<file path="config.mk">
export PLATFORM = sky130hd
export DESIGN_NAME = two_mux16
export DESIGN_NICKNAME = d
export VERILOG_FILES = /design/src/rtl/two_mux16_pkg.sv /design/src/rtl/two_mux16_mux4.sv /design/src/rtl/two_mux16.sv
export SDC_FILE = /design/constraint.sdc
export NUM_CORES = 1
export LEC_CHECK = 0
export CAP_MARGIN = 5
export CORE_AREA = 2 2 39 41
export DETAILED_ROUTE_END_ITERATION = 10
export DIE_AREA = 0 0 41 43
export DONT_BUFFER_PORTS = 1
export PLACE_DENSITY_LB_ADDON = 0.08
export SLEW_MARGIN = 40
export SYNTH_ARGS = -nofsm -noshare
export SYNTH_HDL_FRONTEND = slang
export SYNTH_SLANG_ARGS = --single-unit
</file>
<file path="constraint.sdc">
create_clock -name clk -period 0.9 [get_ports clk]
set_input_delay 0.225 -clock clk [delete_from_list [all_inputs] [get_ports clk]]
set_output_delay 0.225 -clock clk [all_outputs]
set_load 0.01 [all_outputs]
</file>
<file path="src/rtl/two_mux16_pkg.sv">
// ============================================================================
// two_mux16_pkg : shared constants and types for the registered 16:1 bit mux
// Revision 1.0
// ============================================================================
`default_nettype none

package two_mux16_pkg;

  localparam int N_IN  = 16;  // candidate bits
  localparam int SEL_W = 4;   // select index width
  localparam int GRP   = 4;   // bits per first-level mux4

  localparam logic F_RST     = 1'b0;
  localparam logic VALID_RST = 1'b0;

  typedef logic [N_IN-1:0]  word_t;
  typedef logic [SEL_W-1:0] sel_t;

endpackage

`default_nettype wire

</file>
<file path="src/rtl/two_mux16_mux4.sv">
// ============================================================================
// mux4 : purely combinational 4:1 bit selector, leaf cell of two_mux16
// Revision 1.0
// ============================================================================
`default_nettype none

module mux4 (
  input  logic [3:0] d_i,
  input  logic [1:0] s_i,
  output logic       y_o
);

  assign y_o = d_i[s_i];

endmodule

`default_nettype wire

</file>
<file path="src/rtl/two_mux16.sv">
// ============================================================================
// two_mux16 : registered 16:1 bit select f = W[S] with a one-cycle valid strobe.
// Optional macro TWO_MUX16_INPUT_REG_EN adds an input register stage (latency 2).
// Revision 1.0
// ============================================================================
`default_nettype none

module two_mux16
  import two_mux16_pkg::*;
(
  input  logic             clk,
  input  logic             rst_n,
  input  logic [N_IN-1:0]  W,
  input  logic [SEL_W-1:0] S,
  input  logic             en,
  output logic             f,
  output logic             valid
);

  word_t      word_s;
  sel_t       sel_s;
  logic       en_s;
  logic [3:0] lvl1;
  logic       mux_out;
  logic       f_q, f_d;
  logic       valid_q, valid_d;

`ifdef TWO_MUX16_INPUT_REG_EN
  word_t word_q;
  sel_t  sel_q;
  logic  en_q;

  // Input stage samples every edge; en is pipelined alongside its data.
  always_ff @(posedge clk or negedge rst_n) begin
    if (!rst_n) begin
      word_q <= '0;
      sel_q  <= '0;
      en_q   <= 1'b0;
    end else begin
      word_q <= W;
      sel_q  <= S;
      en_q   <= en;
    end
  end

  assign word_s = word_q;
  assign sel_s  = sel_q;
  assign en_s   = en_q;
`else
  assign word_s = W;
  assign sel_s  = S;
  assign en_s   = en;
`endif

  generate
    for (genvar g = 0; g < N_IN / GRP; g++) begin : g_lvl1
      mux4 u_mux4 (
        .d_i (word_s[GRP*g +: GRP]),
        .s_i (sel_s[1:0]),
        .y_o (lvl1[g])
      );
    end
  endgenerate

  mux4 u_mux4_lvl2 (
    .d_i (lvl1),
    .s_i (sel_s[3:2]),
    .y_o (mux_out)
  );

  always_comb begin
    f_d     = f_q;
    valid_d = en_s;
    if (en_s) begin
      f_d = mux_out;
    end
  end

  always_ff @(posedge clk or negedge rst_n) begin
    if (!rst_n) begin
      f_q     <= F_RST;
      valid_q <= VALID_RST;
    end else begin
      f_q     <= f_d;
      valid_q <= valid_d;
    end
  end

  assign f     = f_q;
  assign valid = valid_q;

endmodule

`default_nettype wire

</file>
After elaboration in Yosys (flattened, before gate mapping)

Index checks and enable logic that the tools add are counted.

Mux-type cells: 10
Order comparisons: 2

Operator list:

| kind                 | count |
|---|---|
| $bmux W1 S2          | 5 |
| $lt A2 B3 Y1 const B | 2 |
| $mux W1              | 5 |

Bits of input ports: 23
Register bits after elaboration: 2
Word-level logic and storage cells: 14

Longest topological paths before layout

Gate-level depths: netlist of the first run.

Depth in word-level cells: 4
Gate-level depth with buffers: 4
Gate-level depth less buffers: 4

By module

Synthesis of the first run repeated with hierarchy kept, for this count alone.

Cell total of the unflattened synthesis: 8
Area total of the unflattened synthesis: 177.7 um^2

By module, submodules not included:

| module    | seq. area each (um^2) | instances | cells each | area each (um^2) |
|---|---|---|---|---|
| mux4      | 0.0                   | 5         | 1          | 22.5 |
| two_mux16 | 50.0                  | 1         | 3          | 65.1 |

Worst setup path after synthesis of the first run

No wires, ideal clock.

Path kind: in2reg
From: input S[0]
To: register f_q (netlist: f)
Stages on the path: 4
Buffers on the path: 0
Setup time: 0.125 ns
Path slack: -0.415 ns
Data arrival time: 1.190 ns
Required time: 0.775 ns
Cells stage by stage: mux4_1 -> mux2i_1 -> mux2i_1 -> mux2_4

Word-level cells in the longest chain between the ends: 4

Ends and longest elaborated chain:

| element                         | RTL line             | RTL |
|---|---|---|
| start: declaration              | two_mux16.sv:14      | `input logic [SEL_W-1:0] S,` |
| $bmux W1 S2                     | two_mux16_mux4.sv:13 | `assign y_o = d_i[s_i];` |
| $mux W1 (not written as such)   | two_mux16_mux4.sv:13 |  |
| $bmux W1 S2 *                   | two_mux16_mux4.sv:13 |  |
| $mux W1 (not written as such) * | two_mux16_mux4.sv:13 |  |
| end signal: assignment          | two_mux16.sv:81      | `f_q <= F_RST;` |
| end signal: assignment          | two_mux16.sv:84      | `f_q <= f_d;` |
| end: declaration                | two_mux16.sv:25      | `logic f_q, f_d;` |

Mark *: on every way between the ends. The rest lies on a longest branch, timed or not. The select of a mux whose other input is x is not followed.
A chain may end at the register's enable or synchronous reset.

Worst setup path after layout of the first run

Ends and elaborated chain as after synthesis.

==> metrics.txt, run 1 <==
final hold violation count 0; slack of the worst reg-to-reg path 0.01 ns; count of buffers from port buffering 0; count of mapped cells out of synthesis 10; worst hold path type input pin to register; Final Slew Violations 0; routability cong. 0.608; height of the die 43 um; I/O pin count 25; required time reported for the critical path endpoint 1.00 ns; length in cells of the worst reg-to-reg path 2; average wire per cell in the routed design 25.0 um; endpoints failing setup 2; fraction of final layout cells with drive strength greater than 1 62.5%; reg-to-reg startpoint f; initial antenna violation count 0; largest net degree at the start of global routing 5; vias per inst 4.78; critical path class input pin to register; largest driver fanout on the critical path 3; number of violations of the max-capacitance limit 0; worst rel slew slack 90.0%; count of synthesis-stage warnings from yosys 0; global-route congestion overflow total 0; Mapped Avg Cell Area 20.0 sq um; count of distinct cell types in the synthesized netlist 4; number of nets at the end of the flow 41; DR vias 153; Die Outline Area 1760 sq um; Clk Tree Root Cell clkbuf_4; Clock Latency Late Sink 0.22 ns; vias in the first global route 209; violations in the final reports negative setup slack; hold_sp en; Power Density 1640 nW/um^2; worst path arrival time 1.23 ns; first-pass iteration count of the detailed router 2; Min Clock Period, post-route 1.12 ns; effective utilization at floorplan 14.5%; area delta synth->final 28.1%; width of the die 41 um; TNS Setup -0.269 ns; hold path depth 0; antenna diode instance count 0; type of element capturing the critical path register; part of the Yosys area used for sequential elements 25.0%; number of sinks on the clock net 2; Syn Std Cell Area 200 sq um; Peak supply drop 0.000199 V; worst-case clock skew 0 ns; clock tree from TritonCTS done; Clock transition at path regs 0.03 ns; unrepaired setup endpoints after global routing true; Rows 14; number of H-tree branching levels 1; total length of routed wires 799 um; FF-to-FF End f; CTS Buf Count 3; Starting DRT DRC Count 3; Bufs on Longest Clock Path 2; total core area 1380 sq um; number of nets produced by synthesis 33; total power 0.420 mW; setup ws final -0.222 ns; final critical-path share of the clock period 125%; Final Non-Filler Cells 32; total routing usage reported by global routing 11.3%; number of placed instances with taps included 27; maximum operating frequency 891 MHz; status finished, violations left; CP Launch Type input pin; utilization after layout 18.5%; flop and latch count out of synthesis 2; global-route wire length before repair 1140 um; Slew @ Worst Pin 0.146 ns; Static Leakage 0.104 nW; post-route DRC violation count 0; Worst Hold End valid; Antenna Violating Nets Remaining 0
## power breakdown
group          total, mW  internal, mW  switching (mW)
clock              0.202         0.148          0.0544
sequential         0.110         0.102         0.00810
combinational      0.108        0.0800          0.0279
total              0.420         0.330          0.0904
## area by class of cell
type | instances | area [sq um]
fill | 156 | 1130
tap | 16 | 20.0
timing repair buffer | 3 | 28.8
multi-input combinational | 8 | 135
clock buffer | 3 | 22.5
sequential | 2 | 50.0
## cells in the final DEF, fill, tap and decap left out, drive strengths merged
cell         count
mux4             4
mux2i            3
clkbuf           3
dfrtp            2
buf              2
mux2             1
dlygate4sd3      1
## synthesized netlist by cell type
| library cell | instances | area [sq um] |
|---|---|---|
| mux2i_1 | 3 | 30.0 |
| mux2_4 | 1 | 15.0 |
| dfrtp_1 | 2 | 50.1 |
| mux4_1 | 4 | 105 |
## through the flow
| stage | hold WS [ns] | area, sq um | worst slack [ns] |
|---|---|---|---|
| after floorplan | -0.0706 | 185 | -0.362 |
| after CTS | 0.0199 | 256 | -0.215 |
| after global placement | -0.0705 | 213 | -0.387 |
| final | 0.0286 | 256 | -0.222 |
| after detailed placement | -0.0705 | 213 | -0.448 |
| after global routing | 0.000259 | 256 | -0.225 |
## worst max-delay path, stage by stage
cell	delay, ns
mux4_2	0.47
mux2i_1	0.17
mux2i_1	0.10
mux2_4	0.26
## repair_timing
item	in CTS	in global routing
hold buffers	1	0
resized for setup	1	0
pin swaps	0	0
hold endpoints to repair	2	0
buffers inserted	1	0
endpoints found under the setup margin	2	2
## worst max path at each step
stage               cells after the start  from  endpoint  slack (ns)
global route                            4  S[2]         f       -0.22
finish                                  4  S[0]         f       -0.22
CTS                                     4  S[2]         f       -0.22
floorplan                               4  S[0]         f       -0.36
detailed placement                      4  S[0]         f       -0.45
global placement                        4  S[0]         f       -0.39
## cells by family (layout without fill, tap and decap cells)
group                  count (synthesis)  in the layout  share of synthesized area, %
muxes                                  8              8                          75.0
DFF                                    2              2                          25.0
buffers and inverters                  0              6                             0
## flip-flops by register name, indices dropped and copies added (netlist names)
signal  count
valid       1
f           1
## layer usage
metal	up-vias	GRT usage, %	routed length, um
met5	-	0	0
met3	2	21.5	268
met2	25	11.3	275
met4	0	8.00	9
li1	58	-	-
met1	68	7.57	246
(Power assumes the default switching activity.)
==> run 2: changes to the inputs <==
- PLACE_DENSITY: unset -> 0.3
- PLACE_DENSITY_LB_ADDON: 0.08 -> unset
==> metrics.txt, run 2 (synthesis gave the netlist of run 1 again) <==
number of nets at the end of the flow 39; width of the die 41 um; Clock Power Share 51.8%; height of the die 43 um; unrepaired setup endpoints after global routing true; violations in the final reports negative setup slack; final critical-path share of the clock period 123%; Most common cell on crit path mux2i_1; worst path arrival time 1.20 ns; leading cell type in the layout, fill and taps excluded mux4_2; total core area 1380 sq um; Sequential Power Share 30.1%; required time reported for the critical path endpoint 1.00 ns; most frequent cells in the layout mux4_2 (4), mux2i_1 (3), clkbuf_4 (3), dfrtp_1 (2); I/O pin count 25; Power Density 1600 nW/um^2; worst rel slew slack 89.2%; count of filler cells inserted in the layout 146; vias per inst 4.30; count of buffers from port buffering 0; Rows 14; finished layout cell area 238 sq um; maximum operating frequency 905 MHz; area delta synth->final 18.8%; CTS Buf Count 3; number of sinks on the clock net 2; final hold violation count 0; setup ws final -0.205 ns; largest net degree at the start of global routing 5; Slew @ Worst Pin 0.157 ns; largest driver fanout on the critical path 3; routability cong. 0.505; cell with the largest stage delay on the worst path mux4_2; first-pass iteration count of the detailed router 4; worst-case clock skew 0 ns; Crit path largest cell delay 0.47 ns; sequential cell area 50.0 sq um; global-route wire length before repair 524 um; endpoints failing setup 1; Min Hold Slack 0.0290 ns; cell-by-cell trace of the critical path mux4_2, mux2i_1, mux2i_1, mux2_4; placed inst area 205 sq um; global-route congestion overflow total 0; antenna diode instance count 0; total routing usage reported by global routing 5.05%; DR vias 129; Bufs on Longest Clock Path 2; Starting DRT DRC Count 2; Place WS -0.458 ns; fraction of final layout cells with drive strength greater than 1 57.1%; Switching Share 20.5%; Die Outline Area 1760 sq um; Static Leakage 0.0927 nW; TNS Setup -0.205 ns; type of element capturing the critical path register; Min Clock Period, post-route 1.10 ns; worst hold path type input pin to register; number of H-tree branching levels 1; initial antenna violation count 0; number of violations of the max-capacitance limit 0; Clk Tree Root Cell clkbuf_4; Antenna Violating Nets Remaining 0; vias in the first global route 155; total length of routed wires 418 um; status finished, violations left; Final Slew Violations 0; area used by multi-input combinational logic 135 sq um; clock tree from TritonCTS done; number of gates given a new drive strength after cts 0; post-CTS setup buffer count 0; Clock transition at path regs 0.03 ns; Clock Latency Late Sink 0.22 ns; utilization after layout 17.2%; effective utilization at floorplan 14.5%; Cell Int Power 0.303 mW; post-route DRC violation count 0; CP Launch Type input pin; switching power summed over all nets 0.0780 mW; Peak supply drop 0.000190 V; average wire per cell in the routed design 13.9 um; logic gate share of total power 18.1%; critical path class input pin to register
run 2: changes by cell type in the layout (fill, tap and decap cells not counted), sizes merged:
cell	before	now
buf	2	0
run 2: per-stage QoR:
stage	cells	power, mW
after floorplan	10	0.172
after global routing	30	0.407
after CTS	30	0.388
after detailed placement	26	0.181
after global placement	26	0.179
final	30	0.381
run 2: final timing paths:
check	startpoint	endpoint	slack [ns]	depth (start not counted)
min	en	valid	0.03	0
min in group asynchronous	rst_n	valid	0.23	1
max	S[2]	f	-0.20	4
min reg2reg	f	f	0.59	1
max in group asynchronous	rst_n	f	0.54	1
max reg2reg	f	f	0.09	1
run 2: timing repair:
| item | 4_1_cts | 5_1_grt |
|---|---|---|
| hold buffers | 1 | 0 |
| endpoints found under the hold margin | 2 | 0 |
| endpoints found under the setup margin | 1 | 1 |
run 2: critical path: cells and delay by family:
family	cells	cell delay (ns)
muxes	4	0.98
run 2: routing by layer:
layer / global-route usage [%] / wire, um / part of all wire, % / up-vias
met5: 0 / 0 / 0 / -
met4: 8.00 / 0 / 0 / 0
met3: 0 / 66 / 16 / 0
met2: 7.50 / 214 / 51 / 15
met1: 4.58 / 137 / 33 / 60
li1: - / - / - / 54
run 2: final cells by class:
type / count / share of cell area (%)
Clock buffer: 3 / 9.47
Multi-Input combinational cell: 8 / 56.8
Sequential cell: 2 / 21.1
Tap cell: 16 / 8.42
Timing Repair Buffer: 1 / 4.21
run 2: power groups by stage:
| stage | logic, mW | registers [mW] | clock network (mW) |
|---|---|---|---|
| final | 0.0689 | 0.114 | 0.197 |
| after global routing | 0.0740 | 0.118 | 0.215 |
| after CTS | 0.0705 | 0.115 | 0.203 |
| after detailed placement | 0.0656 | 0.115 | 0 |
| after global placement | 0.0634 | 0.115 | 0 |
| after floorplan | 0.0586 | 0.114 | 0 |
